--- src/rtl/memory_refill_arbiter_pkg.sv ---
// Shared memory-system constants and types for the refill arbiter.
// Widths derive from the micro-architecture configuration below.
package memory_refill_arbiter_pkg;

  localparam int CONF_DCACHE_MSHR_NUM      = 2;
  localparam int CONF_DCACHE_LINE_BYTE_NUM = 8;
  localparam int CONF_MEM_TAG_NUM          = 4;

  localparam int REFILL_REQ_NUM    = 1 + CONF_DCACHE_MSHR_NUM;
  localparam int REFILL_LINE_WIDTH = CONF_DCACHE_LINE_BYTE_NUM * 8;
  localparam int REFILL_TAG_NUM    = CONF_MEM_TAG_NUM;

  localparam int REFILL_TAG_WIDTH    = (REFILL_TAG_NUM > 1) ? $clog2(REFILL_TAG_NUM) : 1;
  localparam int REFILL_REQ_ID_WIDTH = (REFILL_REQ_NUM > 1) ? $clog2(REFILL_REQ_NUM) : 1;

  typedef logic [REFILL_REQ_ID_WIDTH-1:0] req_id_path_t;
  typedef logic [REFILL_TAG_WIDTH-1:0]    mem_tag_path_t;

endpackage

--- src/rtl/memory_refill_arbiter_tag_table.sv ---
// Outstanding-read tag table: free bitmap plus owning requester per tag.
// Allocation picks the lowest free tag; frees become visible next cycle.
module refill_tag_table
  import memory_refill_arbiter_pkg::*;
#(
  parameter int TAG_NUM = REFILL_TAG_NUM,
  parameter int REQ_NUM = REFILL_REQ_NUM,
  localparam int TW = (TAG_NUM > 1) ? $clog2(TAG_NUM) : 1,
  localparam int RW = (REQ_NUM > 1) ? $clog2(REQ_NUM) : 1
) (
  input  logic          clk,
  input  logic          rst,
  input  logic          alloc,
  input  logic [RW-1:0] alloc_owner,
  input  logic          free_valid,
  input  logic [TW-1:0] free_tag,
  input  logic [TW-1:0] lookup_tag,
  output logic          any_free,
  output logic [TW-1:0] alloc_tag,
  output logic          lookup_in_use,
  output logic [RW-1:0] lookup_owner
);

  logic [TAG_NUM-1:0] free_map;
  logic [RW-1:0]      owner [TAG_NUM];

  always_comb begin
    logic found;
    found     = 1'b0;
    alloc_tag = '0;
    for (int t = 0; t < TAG_NUM; t++) begin
      if (free_map[t] && !found) begin
        found     = 1'b1;
        alloc_tag = TW'(t);
      end
    end
  end

  assign any_free      = |free_map;
  assign lookup_in_use = (int'(lookup_tag) < TAG_NUM) && !free_map[lookup_tag];
  assign lookup_owner  = owner[lookup_tag];

  // Alloc and free never target the same tag: alloc only takes free tags,
  // and the parent frees only tags that are in use.
  always_ff @(posedge clk) begin
    if (rst) begin
      free_map <= '1;
      for (int t = 0; t < TAG_NUM; t++) owner[t] <= '0;
    end else begin
      if (alloc) begin
        free_map[alloc_tag] <= 1'b0;
        owner[alloc_tag]    <= alloc_owner;
      end
      if (free_valid) free_map[free_tag] <= 1'b1;
    end
  end

endmodule

--- src/rtl/memory_refill_arbiter.sv ---
// Round-robin arbiter merging I-cache and MSHR line requests onto one memory port,
// tagging refill reads and routing tagged responses back to their owners.
module memory_refill_arbiter
  import memory_refill_arbiter_pkg::*;
#(
  parameter int REQ_NUM    = REFILL_REQ_NUM,
  parameter int LINE_WIDTH = REFILL_LINE_WIDTH,
  parameter int TAG_NUM    = REFILL_TAG_NUM,
  localparam int TAG_WIDTH = (TAG_NUM > 1) ? $clog2(TAG_NUM) : 1,
  localparam int RW        = (REQ_NUM > 1) ? $clog2(REQ_NUM) : 1
) (
  input  logic                          clk,
  input  logic                          rst,
  input  logic [REQ_NUM-1:0]            reqValid,
  input  logic [REQ_NUM*32-1:0]         reqAddr,
  input  logic [REQ_NUM-1:0]            reqIsWrite,
  input  logic [REQ_NUM*LINE_WIDTH-1:0] reqData,
  output logic [REQ_NUM-1:0]            reqGrant,
  output logic                          memReqValid,
  output logic [31:0]                   memReqAddr,
  output logic                          memReqIsWrite,
  output logic [LINE_WIDTH-1:0]         memReqData,
  output logic [TAG_WIDTH-1:0]          memReqTag,
  input  logic                          memReqReady,
  input  logic                          memRespValid,
  input  logic [TAG_WIDTH-1:0]          memRespTag,
  input  logic [LINE_WIDTH-1:0]         memRespData,
  output logic [REQ_NUM-1:0]            respValid,
  output logic [LINE_WIDTH-1:0]         respData,
  output logic                          tagError
);

  // Handshakes: a requester holds reqValid (and its fields) until it sees
  // reqGrant in the same cycle; the memory side transfers on
  // memReqValid & memReqReady and memReq* stay stable until that happens.

  logic [RW-1:0]        rr_ptr;
  logic                 can_load;
  logic                 grant_found;
  logic [RW-1:0]        grant_idx;
  logic                 grant_is_write;
  logic                 tag_any_free;
  logic [TAG_WIDTH-1:0] tag_alloc;
  logic                 tag_in_use;
  logic [RW-1:0]        tag_owner;
  logic                 resp_hit;

  refill_tag_table #(
    .TAG_NUM (TAG_NUM),
    .REQ_NUM (REQ_NUM)
  ) u_tag_table (
    .clk           (clk),
    .rst           (rst),
    .alloc         (grant_found && !grant_is_write),
    .alloc_owner   (grant_idx),
    .free_valid    (resp_hit),
    .free_tag      (memRespTag),
    .lookup_tag    (memRespTag),
    .any_free      (tag_any_free),
    .alloc_tag     (tag_alloc),
    .lookup_in_use (tag_in_use),
    .lookup_owner  (tag_owner)
  );

  assign resp_hit = memRespValid && tag_in_use;

  always_comb begin
    int idx;
    idx         = 0;
    can_load    = !memReqValid || memReqReady;
    grant_found = 1'b0;
    grant_idx   = '0;
    reqGrant    = '0;
    for (int k = 0; k < REQ_NUM; k++) begin
      idx = int'(rr_ptr) + k;
      if (idx >= REQ_NUM) idx = idx - REQ_NUM;
      if (!grant_found && can_load && !rst && reqValid[idx] &&
          (reqIsWrite[idx] || tag_any_free)) begin
        grant_found = 1'b1;
        grant_idx   = RW'(idx);
      end
    end
    grant_is_write = reqIsWrite[grant_idx];
    if (grant_found) reqGrant[grant_idx] = 1'b1;
  end

  always_ff @(posedge clk) begin
    if (rst) begin
      rr_ptr        <= '0;
      memReqValid   <= 1'b0;
      memReqAddr    <= '0;
      memReqIsWrite <= 1'b0;
      memReqData    <= '0;
      memReqTag     <= '0;
      respValid     <= '0;
      respData      <= '0;
      tagError      <= 1'b0;
    end else begin
      if (grant_found) begin
        memReqValid   <= 1'b1;
        memReqAddr    <= reqAddr[int'(grant_idx)*32 +: 32];
        memReqIsWrite <= grant_is_write;
        memReqData    <= reqData[int'(grant_idx)*LINE_WIDTH +: LINE_WIDTH];
        memReqTag     <= grant_is_write ? '0 : tag_alloc;
        rr_ptr        <= (int'(grant_idx) == REQ_NUM - 1) ? '0 : RW'(int'(grant_idx) + 1);
      end else if (memReqReady) begin
        memReqValid <= 1'b0;
      end

      // Responses are independent of the grant path in the same cycle.
      respValid <= '0;
      if (resp_hit) begin
        respValid[tag_owner] <= 1'b1;
        respData             <= memRespData;
      end
      if (memRespValid && !tag_in_use) tagError <= 1'b1;
    end
  end

endmodule

--- config.mk ---
export PLATFORM = sky130hd
export DESIGN_NAME = memory_refill_arbiter
export DESIGN_NICKNAME = d
export VERILOG_FILES = /design/src/rtl/memory_refill_arbiter_pkg.sv /design/src/rtl/memory_refill_arbiter_tag_table.sv /design/src/rtl/memory_refill_arbiter.sv
export SDC_FILE = /design/constraint.sdc
export NUM_CORES = 1
export LEC_CHECK = 0
export ABC_AREA = 1
export ABC_CLOCK_PERIOD_IN_PS = 5600
export BUFFER_PORTS_ARGS = -buffer_cell sky130_fd_sc_hd__buf_2
export CELL_PAD_IN_SITES_DETAIL_PLACEMENT = 0
export CELL_PAD_IN_SITES_GLOBAL_PLACEMENT = 1
export CORE_AREA = 2 2 206 208
export CTS_CLUSTER_SIZE = 20
export DETAILED_ROUTE_END_ITERATION = 7
export DIE_AREA = 0 0 208 210
export PLACE_DENSITY_LB_ADDON = 0.25
export SYNTH_ARGS = -nofsm -noshare
export SYNTH_HDL_FRONTEND = slang
export SYNTH_SLANG_ARGS = --single-unit
--- constraint.sdc ---
create_clock -name clk -period 5.6 [get_ports clk]
set_input_delay 0.84 -clock clk [delete_from_list [all_inputs] [get_ports clk]]
set_output_delay 0.84 -clock clk [all_outputs]
set_load 0.005 [all_outputs]
After elaboration in Yosys (flattened, before gate mapping)
Memory sizes are Yosys's and may differ from the RTL's.
Cells that the tools add are included.
- bits in registers: 174
- bits in latches: 0
- memory bits (writable): 8
- bits in read-only memories: 0
- input port bits: 364
- output and inout port bits: 171
- memories: 1
- memory list (memory ; depth ; bits a word ; read ports ; clocked after Yosys merged registers in ; wr ports ; RTL line ; RTL):
    u_tag_table.owner ; 4 ; 2 ; 1 ; 0 ; 4 ; memory_refill_arbiter_tag_table.sv:25 ; logic [RW-1:0] owner [TAG_NUM];
- $add $sub $neg: 6
- multipliers: 0
- divide/modulo/power cells: 0
- $lt $le $gt $ge: 14
- equal/unequal tests: 1
- shifts and indexed selects: 2
- multiplexer cells: 61
- bitwise gates (word level): 4
- reductions and logical operators: 38
- operators with widths (operator ; count):
    192-bit by 9-bit indexed part select with 64-bit output ; 1
    32-bit by 4-bit less-than comparator with 1-bit output (second input constant) ; 3
    32-bit two-way mux ; 3
    96-bit by 8-bit indexed part select with 32-bit output ; 1
    1-bit two-way mux ; 33
    1-bit logical AND ; 21
    2-bit two-way mux ; 9
    1-bit binary-select mux with 2-bit select ; 8
    2-bit by 3-bit less-than comparator with 1-bit output (second input constant) ; 4
    4-bit two-way mux ; 3
    1-bit logical NOT ; 9
    1-bit demux with 2-bit select ; 4
    2-bit by 1-bit greater-or-equal comparator with 1-bit output (second input constant) ; 4
    3-bit by 2-bit subtractor with 4-bit output (second input constant) ; 2
    3-bit by 2-bit greater-or-equal comparator with 1-bit output (second input constant) ; 2
    4-bit bitwise AND ; 1
    1-bit logical OR ; 4
    4-bit NOT ; 1
    4-bit OR ; 1
    2-bit OR reduction ; 2
    4-bit OR reduction ; 1
    2-bit by 1-bit adder with 3-bit output (second input constant) ; 1
    2-bit by 2-bit adder with 3-bit output (second input constant) ; 1
    3-bit two-way mux ; 1
    6 further kinds ; 6

Depth between registers and ports, before layout
Gate-level depths: netlist of the first run.
- word-level depth: 29
- depth in mapped cells: 20

Hierarchy
From an unflattened synthesis of the first run, not the netlist that was laid out.
- cells, all modules: 1316
- area, all modules: 8827.2 µm²
- modules (own cells, without submodules) (module ; instances ; cells an instance ; area each (µm²) ; sequential area each (µm²)):
    memory_refill_arbiter ; 1 ; 1233 ; 8176.6 ; 3403.3
    refill_tag_table ; 1 ; 83 ; 650.6 ; 320.3

Worst setup path after synthesis of the first run
No wires, ideal clock.
- path type: input -> output
- from: input port rst
- to: output port reqGrant[0]
- arrival time: 2055 ps
- data required time: 4760 ps
- path slack: 2705 ps
- cell stages on the path: 9
- buffers on the path: 2
- cell sequence: clkbuf_1 -> a21oi_2 -> inv_1 -> a21oi_4 -> nand2_1 -> nand2_4 -> clkbuf_1 -> nand2_1 -> inv_1
- longest elaborated chain between the ends: 22
- RTL lines (what ; RTL line ; RTL):
    start, declared ; memory_refill_arbiter.sv:13 ; input logic rst,
    1-bit logical NOT (*) ; memory_refill_arbiter.sv:77 ; if (!grant_found && can_load && !rst && reqValid[idx] &&
    1-bit logical AND (3 in series) ; memory_refill_arbiter.sv:77 ;
    1-bit two-way mux ; memory_refill_arbiter.sv:77 ;
    1-bit logical NOT ; memory_refill_arbiter.sv:77 ;
    1-bit logical AND (4 in series) ; memory_refill_arbiter.sv:77 ;
    1-bit two-way mux ; memory_refill_arbiter.sv:77 ;
    1-bit logical NOT ; memory_refill_arbiter.sv:77 ;
    1-bit logical AND (4 in series) ; memory_refill_arbiter.sv:77 ;
    2-bit two-way mux ; memory_refill_arbiter.sv:77 ;
    2-bit by 3-bit less-than comparator with 1-bit output (not written as such) or 2-bit by 1-bit greater-or-equal comparator with 1-bit output (tied branches) ; memory_refill_arbiter.sv:84 ; if (grant_found) reqGrant[grant_idx] = 1'b1;
    1-bit logical AND (not written as such) ; memory_refill_arbiter.sv:84 ;
    1-bit two-way mux (not written as such) ; memory_refill_arbiter.sv:84 ;
    1-bit demux with 2-bit select ; memory_refill_arbiter.sv:84 ;
    3-bit two-way mux (*) ; memory_refill_arbiter.sv:84 ;
    end, declared ; memory_refill_arbiter.sv:18 ; output logic [REQ_NUM-1:0] reqGrant,
Every way passes the cells marked *; elsewhere a longest branch is shown, timed or not.

Final worst setup path of the first run
- from: register rr_ptr[0]
- to: output port reqGrant[0]
- longest elaborated chain between the ends: 25
- RTL lines (what ; RTL line ; RTL):
    start, declared ; memory_refill_arbiter.sv:37 ; logic [RW-1:0] rr_ptr;
    start signal, assigned ; memory_refill_arbiter.sv:105 ; rr_ptr <= (int'(grant_idx) == REQ_NUM - 1) ? '0 : RW'(int'(grant_idx) + 1);
    2-bit by 2-bit subtractor with 3-bit output or 2-bit greater-or-equal comparator (tied branches) ; memory_refill_arbiter.sv:76 ; if (idx >= REQ_NUM) idx = idx - REQ_NUM;
    32-bit two-way mux ; memory_refill_arbiter.sv:76 ;
    1-bit binary-select mux with 2-bit select, on equally long branches ; memory_refill_arbiter.sv:77, memory_refill_arbiter.sv:78 ;
    1-bit two-way mux, on equally long branches (2 in series) ; memory_refill_arbiter.sv:77, memory_refill_arbiter.sv:78 ;
    1-bit logical AND or 1-bit logical OR (tied branches) ; memory_refill_arbiter.sv:77, memory_refill_arbiter.sv:78 ;
    1-bit logical AND ; memory_refill_arbiter.sv:77 ;
    1-bit two-way mux ; memory_refill_arbiter.sv:77 ;
    1-bit logical NOT ; memory_refill_arbiter.sv:77 ;
    [... 5 more ...] ; - ;
    1-bit logical NOT ; memory_refill_arbiter.sv:77 ;
    1-bit logical AND (4 in series) ; memory_refill_arbiter.sv:77 ;
    2-bit two-way mux ; memory_refill_arbiter.sv:77 ;
    2-bit by 3-bit less-than comparator with 1-bit output (not written as such) or 2-bit by 1-bit greater-or-equal comparator with 1-bit output (tied branches) ; memory_refill_arbiter.sv:84 ;
    1-bit logical AND (not written as such) ; memory_refill_arbiter.sv:84 ;
    1-bit two-way mux (not written as such) ; memory_refill_arbiter.sv:84 ;
    1-bit demux with 2-bit select ; memory_refill_arbiter.sv:84 ;
    3-bit two-way mux (*) ; memory_refill_arbiter.sv:84 ;
Every way passes the cells marked *; elsewhere a longest branch is shown, timed or not. The select of a mux whose other input is x is not followed.

==> metrics.txt, run 1 <==
clock network power share=19.2%; later-pin clock latency in the skew report=slightly below 0.5 ns; CP required=around 4.8 ns; slew at the pin with the worst max-slew slack=0.899 ns; post_cts resized=0; Simple-Gate Fraction of Synth Area=31.5%; final instance count without filler cells=2,352; layout net count=2,154; pre-CTS WS=1.47 ns; Avg Cell Area, Syn=6.79 µm²; post-synth top area cell=dfxtp_1; DRT Wirelength=41.3 mm; Post-synth top cells=nand2_1 (334), nand3_1 (223), dfxtp_1 (174), a21oi_1 (159), inv_1 (139); outcome=finished, final reports clean; max-slew violations=0; hold_sp=respData[22]$_SDFFE_PP0P_; flop2flop setup slack=1.53 ns; CP max FO=44; synth top area cells=dfxtp_1 (39%), nand2_1 (14%), nand3_1 (12%); Rows=75; # setup viols final=0; final hold vios=0; share of cells above drive strength 1=34.4%; CP startpoint=rr_ptr[0]$_SDFFE_PP0P_; XOR/XNOR Fraction of Synth Area=0%; fin crit share=82.4%; antenna violation net count after detailed routing=0; Slew Limit Headroom=roughly two fifths; I/O Buffers=534; Die Y=roughly 210 µm; share of the yosys chip area belonging to registers=41.6%; crit path DAT=3.77 ns; max cap viols=0; wire per inst=17.6 µm; final setup margin=0.986 ns; die width=approximately 210 µm; CTS buffer count=17; RePlAce Congestion=0.840; setup TNS=0 ns; Syn Inst Count=1,320; ys async rst share=0%; syn nets=1,687; Mapped Area=between 0.008 and 0.009 mm²; First-pass DRT Iterations=4; setup bufs post-CTS=0; final core occ=30.1%; Syn. warnings=0; Synth Area in Adders=0.419%; initial antenna violation count=21; endpoint class of the critical path=output port; Worst VDD drop=0.000231 V; overall routing resource usage=a little under a fifth; CTS tree=built; Synth Flop Type=dfxtp_1; fill count=4,740; mux contribution to synthesized area=0%; die area=0.0437 mm²; placed cells=about 2,300; Reg power frac=30.5%; Core Box Area=just over 0.04 mm²; Area Growth Syn to Fin=39.3%; clock period minus worst slack=4.61 ns; Synth cell types=35; pwr/cell area=485 mW/mm²; Reg clk slew, reported paths=about 0.070 ns; Register Area=between 0.003 and 0.004 mm²; Synth Area in Compound Gates=14.8%; HPWL Detailed=29.9 mm; DRT iter0 DRCs=714; Synth top area share=between 30% and 40%; Switching Fraction=44.8%; Leak=6.56 nW; clock sinks=182; largest net degree at the start of global routing=74; CP Class=reg2out; # hold bufs at CTS=0; Int Pwr=0.00334 W; Psw=0.00271 W; Multi-input gate area=0.00421 mm²; largest family of logic cells by synthesized area=simple AND/OR/NAND/NOR gates; Ports=between 500 and 600; Worst setup SP type=register; drt via density=4.48; clock skew=between 0.008 and 0.009 ns; clock buffer depth=2; unrepaired setup endpoints after global routing=no; clk root buf=clkbuf_16; vias in the first global route=10,227; max frequency=217 MHz; Hold Crit Class=reg2reg; combinational power share=just over 50%; total chip power=0.00606 W; global-route wire length before repair=61.0 mm; drt drc=0; vias post-DR=10,535; htree depth=4; top-count cell post-synth=nand2_1; total grt overflow=0; register bit total from synthesis=182; Post-synth EDFFs=8; Crit Reg-Reg Startpoint=rr_ptr[0]$_SDFFE_PP0P_; initial core utilization=between 20% and 30%
through the flow:
stage	hold slack, ns	area, µm²
2_1_floorplan	0.438	8960
3_3_place_gp	0.445	11900
3_5_place_dp	0.450	11900
4_1_cts	0.461	12400
5_1_grt	0.475	12500
6_report	0.458	12500
sequential cells by signal (all words and copies together), names as in the netlist, 2 cells and up:
register	cells
memReqData	64
rr_ptr	2
respValid	3
memReqTag	2
memReqAddr	32
respData	64
u_tag_table.owner	8
u_tag_table.free_map	4
power groups by stage:
stage	logic (W)	registers, W	clock network [W]
5_1_grt	0.00344	0.00189	0.00126
3_5_place_dp	0.00308	0.00187	0
2_1_floorplan	0.00203	0.00190	0
6_report	0.00305	0.00185	0.00117
4_1_cts	0.00309	0.00185	0.00123
3_3_place_gp	0.00309	0.00186	0
layer usage:
metal  vias up  GRT usage, %  share of wire (%)
met2       371          30.5                 49
li1       5233             -                  -
met5         -             0               0.23
met3        60          7.23                8.3
met1      4857          20.3                 40
met4        14          9.24                3.0
path summary, 6_finish.rpt:
path                                      endpoint  cells past startpoint
max                                    reqGrant[0]                     14
min                      respData[22]$_SDFFE_PP0P_                      2
max reg2reg  u_tag_table.owner[0][0]$_SDFFCE_PN0P_                     14
min reg2reg              respData[22]$_SDFFE_PP0P_                      2
layout make-up:
| class | instances | area share [%] |
|---|---|---|
| flip-flops and latches | 182 | 29.8 |
| multi-input cells | 896 | 33.7 |
| diodes | 14 | 0.281 |
| clock inverters | 11 | 0.621 |
| repair buffers | 545 | 22.1 |
| well taps | 539 | 5.40 |
| clock buffers | 20 | 3.66 |
| inverters | 145 | 4.41 |
layout by cell type, fill, tap and decap left out, types with 2 or more instances in the layout:
| cell | count |
|---|---|
| a21oi_1 | 159 |
| a21oi_2 | 2 |
| a21oi_4 | 3 |
| a221oi_1 | 2 |
| a31oi_1 | 30 |
| buf_2 | 534 |
| buf_4 | 11 |
| clkbuf_16 | 17 |
| clkbuf_8 | 2 |
| clkinv_2 | 4 |
| clkinv_4 | 2 |
| clkinvlp_4 | 4 |
| dfxtp_1 | 174 |
| diode_2 | 14 |
| edfxtp_1 | 8 |
| ha_1 | 3 |
| inv_1 | 139 |
| inv_2 | 3 |
| inv_4 | 3 |
| nand2_1 | 333 |
| nand2_2 | 2 |
| nand3_1 | 223 |
| nand3_4 | 2 |
| nor2_1 | 60 |
| o21ai_0 | 40 |
| o21ai_1 | 2 |
| or2_2 | 24 |
cell families after synthesis:
group,count (synthesis)
compound gates,243
fa+ha+maj,3
buf+inv,242
flops,182
simple gates,650
critical path: stages (launching register included):
cell     delay, ns
dfxtp_1       0.39
inv_1         0.06
ha_1          0.44
inv_4         0.16
nand2_1       0.06
nor2_1        0.13
nor2_2        0.07
a21oi_4       0.19
nor2_1        0.09
nand3_1       0.12
nand3_4       0.47
nor2_4        0.65
nand2_1       0.20
inv_1         0.11
buf_2         0.11
Note: power is estimated with default switching activity, not from simulation.
==> inputs of run 2 (changes only) <==
Settings changed: ABC_CLOCK_PERIOD_IN_PS 5600 to 4800, CORE_AREA 2 2 206 208 to 2 2 207 209, DIE_AREA 0 0 208 210 to 0 0 209 211.
Clock period 5.6 ns to 4.8 ns, I/O delays scaled along.
==> run 2 against run 1 <==
Compared with the run above:
- register-to-register slack worse by 0.28 ns
- global-route usage is 0.16 points lower
- critical endpoint unchanged
- combinational power is 18% higher
- critical path depth is 1 lower
- total power is 17% higher
==> metrics.txt, run 2 (same netlist as run 1, synthesis figures left out) <==
outcome=finished, final reports clean; First-pass DRT Iterations=5 (+1); CP Class=reg2out; CTS tree=built; slew at the pin with the worst max-slew slack=0.731 ns (-0.168 ns); clock period minus worst slack=~4.2 ns; share of cells above drive strength 1=34.4% (+0.036 points); Slew Limit Headroom=51.3% (+11 points); HPWL Detailed=29.7 mm (-0.70%); setup TNS=0 ns (unchanged); # hold bufs at CTS=0 (unchanged); crit path DAT=3.45 ns (-0.32 ns); Most Used Layer, Global Route=met2; endpoint class of the critical path=output port; unrepaired setup endpoints after global routing=no; I/O Buffers=534 (unchanged); clock skew=0.0215 ns (+0.0127 ns); initial core utilization=21.5% (-0.15 points); total grt overflow=0 (unchanged); reg2reg end=memReqAddr[22]$_SDFFE_PP0P_; met2 GRT Util=30.9% (+0.41 points); layout net count=2,154 (unchanged); final hold vios=0 (unchanged); flop2flop setup slack=1.25 ns (-0.28 ns); largest net degree at the start of global routing=136 (+84%); Critical Path, Cell by Cell=inv_1 > ha_1 > inv_4 > nand2_1 > nand3_1 > nand2_1 > a21oi_1 > nand3_1 > nand3_4 > nor2_4 > nand2_1 > inv_1 > buf_2; vias in the first global route=10,121 (-1.0%); Die Y=211 µm (+0.48%); die area=0.0441 mm² (+0.96%); Worst VDD drop=0.000594 V (+160%); Rows=75 (unchanged); overall routing resource usage=18.2% (-0.16 points); htree depth=4 (unchanged); Top Registers=memReqData (64), respData (64), memReqAddr (32); wire per inst=17.6 µm (about the same); DRT Wirelength=41.3 mm (about the same); drt via density=4.45 (-0.61%); antenna violation net count after detailed routing=0 (unchanged); worst r2r path cells=15 (+1); later-pin clock latency in the skew report=0.47 ns (-0.02 ns); vias post-DR=10,466 (-0.65%); setup bufs post-CTS=0 (unchanged); clk root buf=clkbuf_16; CP max stage cell=nor2_4; CP max FO=34 (-23%); max incr delay on CP=0.63 ns (-0.02 ns); CTS buffer count=17 (unchanged); # setup viols final=0 (unchanged); pwr/cell area=566 mW/mm² (+17%); DRT iter0 DRCs=728 (+2.0%); RePlAce Congestion=0.863 (+2.7%); fill count=4,748 (+0.17%); Core Box Area=0.0418 mm² (+0.68%); Crit Reg-Reg Startpoint=rr_ptr[0]$_SDFFE_PP0P_; critical path endpoint=reqGrant[0]; CP required=4.08 ns (-0.68 ns); die width=209 µm (+0.48%); post_cts resized=0 (unchanged); CP dominant cell by count=nand2_1; most frequent cells in the layout=buf_2 (534), nand2_1 (333), nand3_1 (223), dfxtp_1 (174), a21oi_1 (159); global-route wire length before repair=61.1 mm (+0.12%); drt drc=0 (unchanged); Ports=535 (unchanged); Leak=6.59 nW (+0.35%); max cap viols=0 (unchanged); fin crit share=just under 90%; Hold Crit Class=reg2reg; max-slew violations=0 (unchanged); initial antenna violation count=18 (-14%); CP startpoint=rr_ptr[0]$_SDFFE_PP0P_; Worst setup SP type=register; clock buffer depth=2 (unchanged); final core occ=30.0% (-0.068 points); Area Growth Syn to Fin=40.0%; GRT met3 Usage=6.14% (-1.1 points); Reg clk slew, reported paths=0.08 ns (about the same); grt met1 use=20.8% (+0.45 points); clock sinks=182 (unchanged); max frequency=roughly 240 MHz; commonest non-fill, non-tap cell in the layout=buf_2
## run 2: layout make-up
type | instances | area (µm²) | share of cell area, %
well taps | 539 | 674 | 5.38
diodes | 12 | 30.0 | 0.239
clock buffers | 18 | 429 | 3.42
clock inverters | 14 | 104 | 0.828
inverters | 145 | 551 | 4.39
multi-input cells | 896 | 4210 | 33.6
flip-flops and latches | 182 | 3720 | 29.7
repair buffers | 545 | 2820 | 22.5
## run 2: worst min path at each step
| stage | from | end | slack [ns] | depth (start not counted) |
|---|---|---|---|---|
| after floorplan | u_tag_table.free_map[1]$_SDFF_PP1_ | u_tag_table.free_map[1]$_SDFF_PP1_ | 0.44 | 2 |
| after global placement | respData[9]$_SDFFE_PP0P_ | respData[9]$_SDFFE_PP0P_ | 0.45 | 2 |
| after detailed placement | respData[60]$_SDFFE_PP0P_ | respData[60]$_SDFFE_PP0P_ | 0.45 | 2 |
| after CTS | respData[60]$_SDFFE_PP0P_ | respData[60]$_SDFFE_PP0P_ | 0.46 | 2 |
| after global routing | respData[18]$_SDFFE_PP0P_ | respData[18]$_SDFFE_PP0P_ | 0.48 | 2 |
| final | respData[60]$_SDFFE_PP0P_ | respData[60]$_SDFFE_PP0P_ | 0.46 | 2 |
## run 2: worst max-delay path: cells and delay by family, from the launching register on
family,cells,cell delay (ns)
flops,1,0.39
simple gates,7,1.66
compound gates,1,0.06
fa+ha+maj,1,0.49
buf+inv,4,0.35
## run 2: per-layer routing
| metal | part of all wire (%) | wire, µm |
|---|---|---|
| met1 | 40 | 16600 |
| met2 | 49 | 20400 |
| met3 | 8.0 | 3290 |
| met4 | 2.5 | 1030 |
| met5 | 0.15 | 62 |
## run 2: per-stage QoR
| step | total power (W) | hold WS [ns] | area, µm² | setup slack [ns] | std cells |
|---|---|---|---|---|---|
| 5_1_grt | 0.00775 | 0.477 | 12500 | 0.278 | 2349 |
| 6_report | 0.00710 | 0.459 | 12500 | 0.630 | 2351 |
| 3_5_place_dp | 0.00584 | 0.451 | 12000 | 1.12 | 2307 |
| 2_1_floorplan | 0.00458 | 0.438 | 8960 | 2.07 | 1320 |
| 4_1_cts | 0.00723 | 0.462 | 12500 | 0.590 | 2339 |
| 3_3_place_gp | 0.00582 | 0.445 | 12000 | 1.19 | 2307 |
## run 2: power by group
group	internal (W)	switching (W)	total, W
clock network	0.000666	0.000681	0.00135
logic	0.00131	0.00228	0.00359
registers	0.00195	0.000208	0.00216
total	0.00392	0.00317	0.00710
==> inputs of run 3 (changes only) <==
Settings changed: ABC_AREA 1 to 0, CORE_AREA 2 2 207 209 to 2 2 210 212, DIE_AREA 0 0 209 211 to 0 0 212 214.
==> run 3 against run 2 <==
Compared with the run above:
- sequential power fell by 12%
- non-clock buffer count increased by 6
- critical path depth is 4 lower
- worst hold slack worse by 0.0072 ns
- synthesized cell count is 25% lower
- die area rose by 2.9%
- core utilization down 2.0 points
- flip-flop and latch count did not move
- cell area is 4.2% lower
- clock skew shrank 0.012 ns
- total power is 29% lower
- largest cell class unchanged
==> metrics.txt, run 3 <==
unrepaired setup endpoints after global routing=no; Leak=5.29 nW (-20%); outcome=finished, final reports clean; drt via density=4.67 (+5.0%); DRT iter0 DRCs=550 (-24%); Rows=76 (+1.3%); clock period minus worst slack=3.73 ns (-0.444 ns); fill count=4,779 (+0.65%); Die Y=214 µm (+1.4%); vias post-DR=9,634 (-7.9%); Post-synth top cells=nand2_1 (175), dfxtp_1 (174), a21oi_1 (127), clkbuf_1 (66), o21ai_0 (60); CP startpoint=rr_ptr[1]$_SDFFE_PP0P_; Ports=535 (unchanged); pwr/cell area=419 mW/mm² (-26%); DP Area=0.0114 mm² (-5.1%); endpoint class of the critical path=output port; die area=0.0454 mm² (+2.9%); clk root buf=clkbuf_16; antenna violation net count after detailed routing=0 (unchanged); total grt overflow=0 (unchanged); syn nets=1,357 (-20%); ys async rst share=0% (unchanged); Area Growth Syn to Fin=46.3%; HPWL Detailed=31.4 mm (+5.7%); clock skew=0.00955 ns (-0.0119 ns); CTS tree=built; met1 WL=16.5 mm (-0.28%); total chip power=0.00503 W (-29%); CP Class=reg2out; Synth Flop Type=dfxtp_1; initial antenna violation count=25 (+7); wire per inst=20.7 µm (+18%); final cell area excluding filler cells=0.0120 mm² (-4.2%); CTS buffer count=17 (unchanged); Max Used Layer=met5; clock sinks=182 (unchanged); top-count cell post-synth=nand2_1; Post-synth EDFFs=8 (unchanged); # setup viols final=0 (unchanged); Slew Limit Headroom=35.5% (-16 points); WL met2=21.7 mm (+6.8%); DR WL met3=3.62 mm (+9.8%); # hold bufs at CTS=0 (unchanged); share of cells above drive strength 1=41.2% (+6.8 points); setup bufs post-CTS=0 (unchanged); global-route wire length before repair=61.9 mm (+1.4%); I/O Buffers=534 (unchanged); Mapped Area=0.00821 mm² (-8.4%); Top Registers=memReqData (64), respData (64), memReqAddr (32); RePlAce Congestion=0.861 (-0.27%); setup TNS=0 ns (unchanged); Worst setup SP type=register; clock buffer depth=2 (unchanged); Synth top area share=42.4% (+3.6 points); Crit Reg-Reg Startpoint=rr_ptr[1]$_SDFFE_PP0P_; initial core utilization=19.1% (-2.3 points); max frequency=268 MHz (+12%); Reg clk slew, reported paths=0.08 ns (about the same); Syn Inst Count=990 (-25%); drt drc=0 (unchanged); post-synth top area cell=dfxtp_1; Worst VDD drop=0.000197 V (-67%); DRT Wirelength=42.7 mm (+3.4%); final hold vios=0 (unchanged); CP required=4.08 ns (about the same); most frequent cells in the layout=buf_2 (533), nand2_1 (175), dfxtp_1 (174), a21oi_1 (126), o21ai_0 (60); commonest non-fill, non-tap cell in the layout=buf_2; fin crit share=77.6% (-9.2 points); Min Hold Slack=0.452 ns (-0.00725 ns); Synth cell types=51 (+46%); post_cts resized=0 (unchanged); CP max FO=19 (-44%); later-pin clock latency in the skew report=0.46 ns (about the same); slew at the pin with the worst max-slew slack=0.968 ns (+0.237 ns); First-pass DRT Iterations=5 (unchanged); htree depth=4 (unchanged); Core Box Area=0.0429 mm² (+2.7%); max cap viols=0 (unchanged); layout net count=1,823 (-15%); Hold Crit Class=reg2reg; Syn. warnings=0 (unchanged); largest net degree at the start of global routing=101 (-26%); hold_sp=respData[9]$_SDFFE_PP0P_; share of the yosys chip area belonging to registers=45.4% (+3.8 points); register bit total from synthesis=182 (unchanged); synth top area cells=dfxtp_1 (42%), nand2_1 (8.0%), a21oi_1 (7.7%); crit path DAT=3.01 ns (-0.44 ns); die width=212 µm (+1.4%); max-slew violations=0 (unchanged); Avg Cell Area, Syn=8.29 µm² (+22%); vias in the first global route=9,703 (-4.1%); overall routing resource usage=18.2% (+0.049 points)
## run 3: power by group
part	switching, W	internal [W]
clock	0.000707	0.000836
combinational	0.000951	0.000639
sequential	0.000131	0.00177
total	0.00179	0.00325
## run 3: layout make-up
| cell class | instances | area, µm² | share of cell area (%) |
|---|---|---|---|
| multi-input cells | 689 | 4030 | 33.5 |
| flip-flops and latches | 182 | 3720 | 31.0 |
| repair buffers | 551 | 2830 | 23.5 |
| well taps | 585 | 732 | 6.10 |
| clock buffers | 17 | 425 | 3.54 |
| clock inverters | 15 | 195 | 1.63 |
| inverters | 15 | 58.8 | 0.490 |
| diodes | 8 | 20.0 | 0.167 |
## run 3: path summary, 6_finish.rpt
path,end,slack (ns),cells past startpoint
worst min-delay path,respData[9]$_SDFFE_PP0P_,0.45,2
worst min register to register,respData[9]$_SDFFE_PP0P_,0.45,2
worst max register to register,memReqData[39]$_SDFFE_PP0P_,1.39,10
worst max-delay path,reqGrant[0],1.07,9
## run 3: kinds of logic after synthesis
kind of cell    synth area share, %
flops                          45.4
buf+inv                        6.13
simple gates                   18.1
fa+ha+maj                     0.457
compound gates                 28.2
mux                            1.74
## run 3: worst max-delay path, stage by stage, from the launching register on
cell and delay [ns]:
dfxtp_1 0.36, inv_1 0.07, ha_1 0.30, mux2i_1 0.18, o21ai_0 0.38, a2111o_1 0.23, o211a_4 0.19, clkinv_2 0.28
nor3_1 0.37, buf_2 0.18
## run 3: routing by layer
metal,global-route usage [%],vias up
li1,-,4616
met1,20.1,4547
met2,32.6,403
met3,6.51,50
met4,5.19,18
met5,0,-
## run 3: per-stage QoR
| step | setup WS, ns | std cells | utilization, % |
|---|---|---|---|
| final | 1.07 | 2062 | 28.0 |
| after global routing | 0.778 | 2062 | 28.0 |
| after global placement | 1.47 | 2022 | 26.5 |
| after floorplan | 1.87 | 990 | - |
| after CTS | 1.01 | 2054 | 28.0 |
| after detailed placement | 1.40 | 2022 | 26.5 |
